File: config.mk
export PLATFORM = sky130hd
export DESIGN_NAME = audio_seq
export DESIGN_NICKNAME = d
export VERILOG_FILES = /design/src/rtl/audio_seq.sv
export SDC_FILE = /design/constraint.sdc
export NUM_CORES = 1
export LEC_CHECK = 0
export ABC_AREA = 0
export BUFFER_PORTS_ARGS = -buffer_cell sky130_fd_sc_hd__buf_2
export CAP_MARGIN = 25
export CORE_MARGIN = 2
export CORE_UTILIZATION = 30
export CTS_BUF_LIST = sky130_fd_sc_hd__clkbuf_4 sky130_fd_sc_hd__clkbuf_8 sky130_fd_sc_hd__clkbuf_16
export CTS_CLUSTER_DIAMETER = 30
export CTS_CLUSTER_SIZE = 10
export DETAILED_ROUTE_END_ITERATION = 10
export PLACE_DENSITY = 0.61
export SYNTH_ARGS = -nofsm -noshare
export SYNTH_HDL_FRONTEND = slang
export SYNTH_SLANG_ARGS = --single-unit
File: constraint.sdc
create_clock -name Clk -period 8.75 [get_ports Clk]
set_input_delay 1.3125 -clock Clk [delete_from_list [all_inputs] [get_ports Clk]]
set_output_delay 1.3125 -clock Clk [all_outputs]
set_load 0.05 [all_outputs]
File: src/rtl/audio_seq.sv
// Multi-track sample-ROM address sequencer gated by the codec data_over handshake.
// Latency: play/INIT_FINISH at t -> Addr/playing at t+1; each sample dwells >= DIV cycles.
// Backpressure: data_over low at the dwell tick stalls the counter and address until it rises.
module audio_seq #(
  parameter int ADDR_W   = 17,
  parameter int DIV_W    = 16,
  parameter int DIV      = 91,
  parameter int NTRACK   = 4,
  parameter int TRK_W    = 2,
  parameter int AUTOPLAY = 1
) (
  input  logic                     Clk,
  input  logic                     Reset,
  input  logic                     INIT_FINISH,
  input  logic                     data_over,
  input  logic [NTRACK*ADDR_W-1:0] track_base,
  input  logic [NTRACK*ADDR_W-1:0] track_len,
  input  logic                     play,
  input  logic [TRK_W-1:0]         track_sel,
  input  logic                     loop,
  input  logic                     pause,
  input  logic                     stop,
  output logic                     INIT,
  output logic [ADDR_W-1:0]        Addr,
  output logic                     playing,
  output logic                     track_done
);

  typedef enum logic [1:0] {S_WAIT, S_IDLE, S_RUN, S_PAUSE} state_t;

  localparam logic [DIV_W-1:0] DIV_LAST = DIV_W'(DIV - 1);

  state_t              state_q, state_d;
  logic                init_q;
  logic [DIV_W-1:0]    cnt_q, cnt_d;
  logic [ADDR_W-1:0]   off_q, off_d;
  logic [ADDR_W-1:0]   base_q, base_d;
  logic [ADDR_W-1:0]   len_q, len_d;
  logic                loop_q, loop_d;
  logic                done_q, done_d;

  logic [ADDR_W-1:0]   sel_base, sel_len;
  logic                sel_hit, play_ok;

  // Select the requested track's base/length; an out-of-range select never hits.
  always_comb begin
    sel_base = '0;
    sel_len  = '0;
    sel_hit  = 1'b0;
    for (int i = 0; i < NTRACK; i++) begin
      if (track_sel == TRK_W'(i)) begin
        sel_base = track_base[i*ADDR_W +: ADDR_W];
        sel_len  = track_len[i*ADDR_W +: ADDR_W];
        sel_hit  = 1'b1;
      end
    end
    play_ok = play && sel_hit && (sel_len != '0);
  end

  // Next-state logic: stop beats play beats pause; dwell tick advances only on data_over.
  always_comb begin
    state_d = state_q;
    cnt_d   = cnt_q;
    off_d   = off_q;
    base_d  = base_q;
    len_d   = len_q;
    loop_d  = loop_q;
    done_d  = 1'b0;
    case (state_q)
      S_WAIT: begin
        if (INIT_FINISH) begin
          if (AUTOPLAY != 0) begin
            state_d = S_RUN;
            base_d  = track_base[ADDR_W-1:0];
            len_d   = track_len[ADDR_W-1:0];
            loop_d  = 1'b1;
            off_d   = '0;
            cnt_d   = '0;
          end else begin
            state_d = S_IDLE;
          end
        end
      end
      S_IDLE, S_RUN, S_PAUSE: begin
        if (stop) begin
          state_d = S_IDLE;
        end else if (play_ok) begin
          state_d = S_RUN;
          base_d  = sel_base;
          len_d   = sel_len;
          loop_d  = loop;
          off_d   = '0;
          cnt_d   = '0;
        end else if (state_q != S_IDLE) begin
          if (pause) begin
            state_d = S_PAUSE;
          end else begin
            // Leaving PAUSE counts this cycle so the pause adds exactly its own length.
            state_d = S_RUN;
            if (cnt_q < DIV_LAST) begin
              cnt_d = cnt_q + DIV_W'(1);
            end else if (data_over) begin
              cnt_d = '0;
              if (off_q != len_q - ADDR_W'(1)) begin
                off_d = off_q + ADDR_W'(1);
              end else begin
                done_d = 1'b1;
                if (loop_q) off_d = '0;
                else        state_d = S_IDLE;
              end
            end
          end
        end
      end
      default: state_d = S_WAIT;
    endcase
  end

  // State and datapath registers; INIT rises the first cycle out of reset and stays high.
  always_ff @(posedge Clk) begin
    if (Reset) begin
      state_q <= S_WAIT;
      init_q  <= 1'b0;
      cnt_q   <= '0;
      off_q   <= '0;
      base_q  <= '0;
      len_q   <= '0;
      loop_q  <= 1'b0;
      done_q  <= 1'b0;
    end else begin
      state_q <= state_d;
      init_q  <= 1'b1;
      cnt_q   <= cnt_d;
      off_q   <= off_d;
      base_q  <= base_d;
      len_q   <= len_d;
      loop_q  <= loop_d;
      done_q  <= done_d;
    end
  end

  assign INIT       = init_q;
  assign Addr       = base_q + off_q;
  assign playing    = (state_q == S_RUN) || (state_q == S_PAUSE);
  assign track_done = done_q;

endmodule
# --- After elaboration in Yosys (flattened, before gate mapping) ---
# Index checks and enable logic that the tools add are counted.
word_totals:
  register_bits: 72
  latch_bits: 0
  ramBits: 0
  romBits: 0
  inputBits: 146
  output_inout_bits: 20
  memories: 0
op_classes:
  add_sub_neg: 4
  multipliers: 0
  n_div: 0
  n_lt_le_gt_ge: 1
  eq_ne: 18
  n_shift: 0
  mux: 54
  n_bitwise: 3
  reduce_logical: 12
ops:
  columns: ["operator", "n"]
  rows:
  - ["17-bit 2-to-1 mux", 23]
  - ["16-bit 2-to-1 mux", 7]
  - ["17-bit one-hot mux with 2 select lines", 3]
  - ["16-bit one-hot mux with 2 select lines", 1]
  - ["2-bit 2-to-1 mux", 9]
  - ["17-bit by 1-bit adder with 17-bit output, second input constant", 1]
  - ["17-bit adder", 1]
  - ["17-bit inequality test", 1]
  - ["17-bit nonzero test", 1]
  - ["17-bit by 1-bit subtractor with 17-bit output, second input constant", 1]
  - ["16-bit by 1-bit adder with 16-bit output, second input constant", 1]
  - ["16-bit by 7-bit less-than comparator with 1-bit output, second input constant", 1]
  - ["3-bit inequality test, second input constant", 4]
  - ["4-bit inequality test, second input constant", 3]
  - ["1-bit 2-to-1 mux", 9]
  - ["2-bit == test, second input constant", 4]
  - ["8-bit OR reduction", 1]
  - ["7-bit AND reduction", 1]
  - ["2-bit inequality test, second input constant", 3]
  - ["5-bit AND reduction", 1]
  - ["2-bit by 1-bit == test with 1-bit output, second input constant", 2]
  - ["2-bit zero test", 2]
  - ["2-bit one-hot mux with 2 select lines", 1]
  - ["1-bit NOT", 3]
  - ["other kinds (7)", 8]

# --- Logic depth before layout (Yosys ltp) ---
# Gate-level depths: netlist of the first run.
logic_depth:
  word_depth: 10
  ltp_mapped: 12

# --- Worst setup path after synthesis of the first run ---
# OpenSTA, ideal clock, no wires.
synth_timing:
  path_type: "flip-flop to output port"
  startpoint: "register off_q[2]"
  endpoint: "output port Addr[13]"
  arrival_ns: 2.975
  path_slack_ns: 4.462
  stages_incl_launch_ff: 10
  cell_sequence: "dfxtp_1 ha_1 nand2_1 o21ai_0 o41a_1 nand4_1 a31oi_1 and2_1 o21ai_0 a221oi_1"
synth_between:
  elab_chain_cells: 1
synth_lines:
  columns: ["element", "line_no", "text"]
  rows:
  - ["from (decl)", "36", "logic [ADDR_W-1:0] off_q, off_d;"]
  - ["from (signal assigned)", "125", "off_q <= '0;"]
  - ["from (signal assigned)", "134", "off_q <= off_d;"]
  - ["17-bit adder", "143", "assign Addr = base_q + off_q;"]
  - ["to (decl)", "24", "output logic [ADDR_W-1:0] Addr,"]
# Every way passes these cells.

# --- Worst setup path after layout of the first run ---
layout_timing:
  startpoint: "register off_q[0]"
  endpoint: "output port Addr[16]"
# The elaborated chain is that of the path after synthesis.

==> results of run 1 <==
stage by stage:
stage | cells | total power, W
2_1_floorplan | 685 | 0.0007526
3_3_place_gp | 1036 | 0.0008790
3_5_place_dp | 1036 | 0.0008810
4_1_cts | 1052 | 0.001260
5_1_grt | 1052 | 0.001332
6_report | 1052 | 0.001256
cells in the mapped netlist (18+ instances only):
cell type / n
a311oi_1: 23
xnor2_1: 26
mux2_2: 18
o21ai_0: 26
mux4_2: 22
dfxtp_1: 72
clkbuf_1: 43
nor2_1: 80
a21oi_1: 34
nand2_1: 70
nand3_1: 20
ha_1: 19
placed cells by master (no fill, tap or decap), drive strengths merged, types with 7 or more instances in the layout:
master / instances
nand4: 10
a21oi: 34
xnor2: 26
or4: 9
clkbuf: 9
xor2: 7
nand2: 70
nand3: 20
and2: 9
nor4: 16
dfxtp: 72
mux2: 18
nor2: 80
a311oi: 23
a31oi: 13
a32o: 11
inv: 18
a22oi: 12
buf: 172
o21ai: 27
a211oi: 15
ha: 19
nand2b: 7
nor3: 14
nor3b: 8
mux4: 22
and3: 14
logic make-up (layout without fill, tap and decap cells):
family / after synthesis / in the layout / synth area share
simple gates: 280 / 280 / 0.2503
fa+ha+maj: 20 / 20 / 0.04616
compound gates: 171 / 171 / 0.2153
xor+xnor: 33 / 33 / 0.05176
flops: 72 / 72 / 0.2581
buf+inv: 66 / 204 / 0.04795
mux: 43 / 43 / 0.1304
final cells by class:
class / count / area [sq um]
fill: 1861 / 11240
multi-input combinational: 547 / 3877
sequential: 72 / 1441
timing repair buffer: 172 / 878.3
tap: 229 / 286.5
clock buffer: 9 / 225.2
clock inverter: 7 / 80.08
inverter: 16 / 60.06
registers in the layout, summed over array words and instances (netlist names):
signal,count
INIT,1
base_q,17
cnt_q,16
len_q,17
loop_q,1
off_q,17
state_q,2
track_done,1
worst register-to-register path: cells and delay by family (launching register included):
| kind | cells | cell delay, ns |
|---|---|---|
| muxes | 1 | 0.33 |
| buffers and inverters | 1 | 0.10 |
| and+or+nand+nor | 4 | 1.98 |
| AOI/OAI and AO/OA | 3 | 0.76 |
| adders and majority gates | 1 | 0.24 |
| DFF | 1 | 0.40 |
worst paths after layout:
path | start | end | slack, ns | cells past startpoint
worst min register to register | cnt_q[15]$_SDFFE_PP0P_ | cnt_q[15]$_SDFFE_PP0P_ | 0.47 | 1
worst max-delay path | off_q[0]$_SDFFE_PP0P_ | Addr[16] | 4.23 | 12
worst max register to register | len_q[0]$_SDFFE_PP0P_ | off_q[5]$_SDFFE_PP0P_ | 4.85 | 10
worst min-delay path | cnt_q[15]$_SDFFE_PP0P_ | cnt_q[15]$_SDFFE_PP0P_ | 0.47 | 1
power groups by stage:
stage | sequential, W | clock [W] | combinational (W)
floorplan | 0.000391 | 0 | 0.000362
detailed placement | 0.000420 | 0 | 0.000461
CTS | 0.000412 | 0.000385 | 0.000463
global route | 0.000417 | 0.000402 | 0.000513
global placement | 0.000419 | 0 | 0.000460
finish | 0.000412 | 0.000380 | 0.000463
per-layer routing:
metal  wire [um]  GRT usage  vias up
met5           0          0        -
met4         244    0.05263        0
met3        1027    0.03282       16
met2        7832     0.2699      184
met1        7947     0.2339     2578
li1            -          -     2869
==> results.ini, run 1 <==
[timing]
slew_viol_final = 0
slew_headroom = 0.3966
rsz0062_at_grt = false
hold_ws_ns = 0.4677
finalCriticalPeriod_ns = 4.521
final.setup.worst_slack_ns = 4.229
fin_tns_setup_ns = 0
setup_viol = 0
fin_skew_ns = 0.007540
worstMarginPinSlew_ns = 0.9031
hold_violations = 0
fin_crit_sh = 0.5167
fmax_mhz = 221.2

[die]
die_w_um = 140.4
die-area_sq_um = 19720
coreArea_sq_um = 18090
num_rows = 49
start_util = 0.3088
die_h_um = 140.4
io_pins = 166

[layout]
utilization = 0.3787
fin_area_sq_um = 6849
n_antenna_cell = 0
drive_above_1_share = 0.2880
nets = 984
area_growth_pct = 22.65

[detailed_routing]
postRouteAntennaNets = 0
drcViolationCount = 0
drt_iter0_markers = 304
vias = 5647
dr.pass1.iters = 5
vias_per_cell = 5.368
wire_per_inst_um = 16.21
wl_um = 17050

[placed_design]
dp_slack_ns = 4.115
dpl_cell_area_sq_um = 6544
dp_hpwl_um = 13430
port_buffers = 165
globalplace.congestion = 0.8666

[yosys]
ys_seq_area_frac = 0.2581
mappedNetlistNets = 851
synth.area.top_cells = dfxtp_1 (26%), mux4_2 (8.9%), nor2_1 (5.4%), nand2_1 (4.7%), ha_1 (4.3%)
ys_types = 64
synth_area_leader_cell = dfxtp_1
syn_area_sq_um = 5584
ys_ff_latch = 72
netlist.area_leader.share = 0.2581
syn_area_per_cell_sq_um = 8.152
yosys_warnings = 0
synth_cells = 685
ys_async_sr_fraction = 0
ys.flop_type = dfxtp_1
synth-edff-count = 0

[power]
clkPwrFrac = 0.303
combPwrFrac = 0.369
power_density_nw_per_um2 = 183.3
p_int_w = 0.0007651
p_seq_frac = 0.328
p_leak_nw = 2.808
p_sw_frac = 0.3907
p_sw_w = 0.0004907
peakVddDrop_mv = 0.07891

[clock_network]
postCtsHoldBufs = 0
cts_tree = built
clk_latency_ns = 0.35
root_buffer = clkbuf_16
clock_path_buffers = 2
clkTransAtPathRegs_ns = 0.06
clkSinkCount = 72
htreeDepth = 3
cts_setup_buffers = 0
cts_resized = 0
numCtsBuffers = 9

[worst_setup_path]
critPathArrivalTime_ns = 3.21
path_max_fanout = 5
crit_type = flip-flop to primary output
cpPeakStageDelay_ns = 0.49
worst_path_most_repeated_cell = a21oi_1
slowest_stage = o31ai_1
path_cells = ha_1 -> inv_1 -> fa_1 -> nor2b_1 -> o31a_1 -> o211ai_1 -> a21oi_1 -> o31ai_1 -> o2111ai_1 -> a21oi_1 -> xnor2_1 -> buf_2
start_kind = flip-flop
required_ns = 7.44
end_kind = primary output
worst-path-buf-inv = 2
critical-path-top-delay-family = compound AO/OA/AOI/OAI gates

[run_status]
status = finished clean

[global_routing]
overflow = 0
antenna_found_initial = 0
track_usage = 0.1700
grt_pass1_vias = 5324
grt_max_degree = 71
grt_pass1_wl_um = 27020

[worst_hold_path]
hp-class = flip-flop to flip-flop

[run]
drv_cap = 0

(Power assumes the default switching activity.)
==> inputs of run 2 (changes only) <==
clock period = 4.71 ns   (was 8.75 ns; I/O delays follow)
==> run 2 against run 1 <==
Net effect:
- sequential share of layout area fell by 0.080 points
- non-clock buffer count rose by 4
- setup slack got worse by 3.4 ns
- clock skew fell by 0.0026 ns
==> results.ini, run 2 (synthesis results as in run 1) <==
[run_status]
status = finished clean

[detailed_routing]
drt_iter0_markers = 390  ; +28%
dr.pass1.iters = 5  ; unchanged
wire_per_inst_um = 16.58  ; +2.3%
drcViolationCount = 0  ; unchanged
vias = 5738  ; +1.6%
vias_per_cell = 5.434  ; +1.2%
postRouteAntennaNets = 0  ; unchanged
wl_um = 17510  ; +2.7%

[clock_network]
root_buffer = clkbuf_16
clkTransAtPathRegs_ns = 0.06  ; about the same
cts_resized = 0  ; unchanged
clk_latency_ns = 0.34  ; about the same
clock_path_buffers = 2  ; unchanged
htreeDepth = 3  ; unchanged
cts_tree = built
numCtsBuffers = 9  ; unchanged
cts_setup_buffers = 0  ; unchanged
postCtsHoldBufs = 0  ; unchanged
clkSinkCount = 72  ; unchanged

[timing]
hold_violations = 0  ; unchanged
slew_viol_final = 0  ; unchanged
hold_ws_ns = 0.4665  ; -0.001227 ns
setup_viol = 0  ; unchanged
fin_tns_setup_ns = 0  ; unchanged
worstMarginPinSlew_ns = 0.9103  ; +0.007175 ns
fmax_mhz = 255.2
fin_skew_ns = 0.004961  ; -0.002579 ns
finalCriticalPeriod_ns = 3.919
slew_headroom = 0.3918  ; -0.004793
rsz0062_at_grt = false
fin_crit_sh = 0.8321

[layout]
fin_area_sq_um = 6875  ; +0.38%
area_growth_pct = 23.12
nets = 988  ; +0.41%
final_common_cell = buf_2
reg_top3 = base_q: 17 flops, len_q: 17 flops, off_q: 17 flops
final_cell_mix = buf_2 (165), nor2_1 (79), dfxtp_1 (72)
n_antenna_cell = 0  ; unchanged
fillers = 1867  ; +0.32%
drive_above_1_share = 0.2914  ; +0.003444

[worst_setup_path]
required_ns = 4.00  ; -3.44 ns
end_kind = primary output
critPathArrivalTime_ns = 3.21  ; about the same
rr_startpoint = len_q[1]$_SDFFE_PP0P_
crit_start = off_q[0]$_SDFFE_PP0P_
crit_type = flip-flop to primary output
path_max_fanout = 5  ; unchanged
start_kind = flip-flop

[worst_hold_path]
hp-class = flip-flop to flip-flop
worstHoldStart = cnt_q[15]$_SDFFE_PP0P_

[global_routing]
track_usage = 0.1737  ; +0.003721
antenna_found_initial = 1  ; +1
grt_pass1_vias = 5323  ; -0.019%
overflow = 0  ; unchanged
grt_max_degree = 71  ; unchanged
grt_pass1_wl_um = 27740  ; +2.7%

[die]
start_util = 0.3088  ; unchanged
io_pins = 166  ; unchanged
num_rows = 49  ; unchanged
die_w_um = 140.4  ; unchanged
die_h_um = 140.4  ; unchanged
coreArea_sq_um = 18090  ; unchanged
die-area_sq_um = 19720  ; unchanged

[placed_design]
dpl_cell_area_sq_um = 6574  ; +0.46%
dp_hpwl_um = 13630  ; +1.5%
globalplace.congestion = 0.8889  ; +2.6%
port_buffers = 165  ; unchanged

[power]
power_density_nw_per_um2 = 339.4  ; +85%
totalPowerFinal_w = 0.002334  ; +86%
p_leak_nw = 2.832  ; +0.85%
peakVddDrop_mv = 0.2229  ; +180%

[run]
drv_cap = 0  ; unchanged

## run 2: cell count changes in the layout (fill, tap and decap cells not counted)
cell and change:
buf_4 +4, clkbuf_4 +1, clkinv_2 +1, clkinvlp_4 -1, inv_6 -1
## run 2: area by class of cell
cell class | count | area, sq um | share of cell area
multi-input combinational | 547 | 3877 | 0.5640
sequential | 72 | 1441 | 0.2096
timing repair buffer | 176 | 908.4 | 0.1321
tap | 229 | 286.5 | 0.04167
clock buffer | 10 | 232.7 | 0.03385
clock inverter | 6 | 68.82 | 0.01001
inverter | 16 | 60.06 | 0.008735
## run 2: report_power, final
part / internal, W / total [W] / leakage [nW] / switching (W)
clock: 0.000419 / 0.000694 / 0.146 / 0.000275
combinational: 0.000341 / 0.000875 / 2.10 / 0.000533
sequential: 0.000672 / 0.000765 / 0.590 / 0.0000925
total: 0.00143 / 0.00233 / 2.83 / 0.000901
## run 2: stage by stage
step | utilization | setup slack, ns | instances
floorplan | - | 1.028 | 685
global placement | 0.3635 | 0.8008 | 1040
detailed placement | 0.3635 | 0.7660 | 1040
CTS | 0.3801 | 0.7435 | 1056
global route | 0.3801 | 0.5271 | 1056
finish | 0.3801 | 0.7910 | 1056
## run 2: path summary, 6_finish.rpt
kind | end | slack, ns | depth (start not counted)
worst max-delay path | Addr[16] | 0.79 | 12
worst min-delay path | cnt_q[15]$_SDFFE_PP0P_ | 0.47 | 1
worst max register to register | off_q[5]$_SDFFE_PP0P_ | 0.97 | 10
worst min register to register | cnt_q[15]$_SDFFE_PP0P_ | 0.47 | 1
## run 2: worst max-delay path: stages, from the launching register on
cell and delay, ns:
dfxtp_1 0.37, ha_1 0.24, inv_1 0.07, fa_1 0.20
nor2b_1 0.06, o31a_1 0.28, o211ai_1 0.21, a21oi_1 0.13
o31ai_1 0.49, o2111ai_1 0.19, a21oi_1 0.20, xnor2_1 0.15
buf_2 0.29
## run 2: layer usage
layer / GRT usage / vias to the layer above / wire [um]
met2: 0.2750 / 203 / 7966
met1: 0.2456 / 2652 / 8199
met3: 0.02256 / 14 / 1060
li1: - / 2867 / -
met4: 0.05529 / 2 / 266
met5: 0 / - / 13
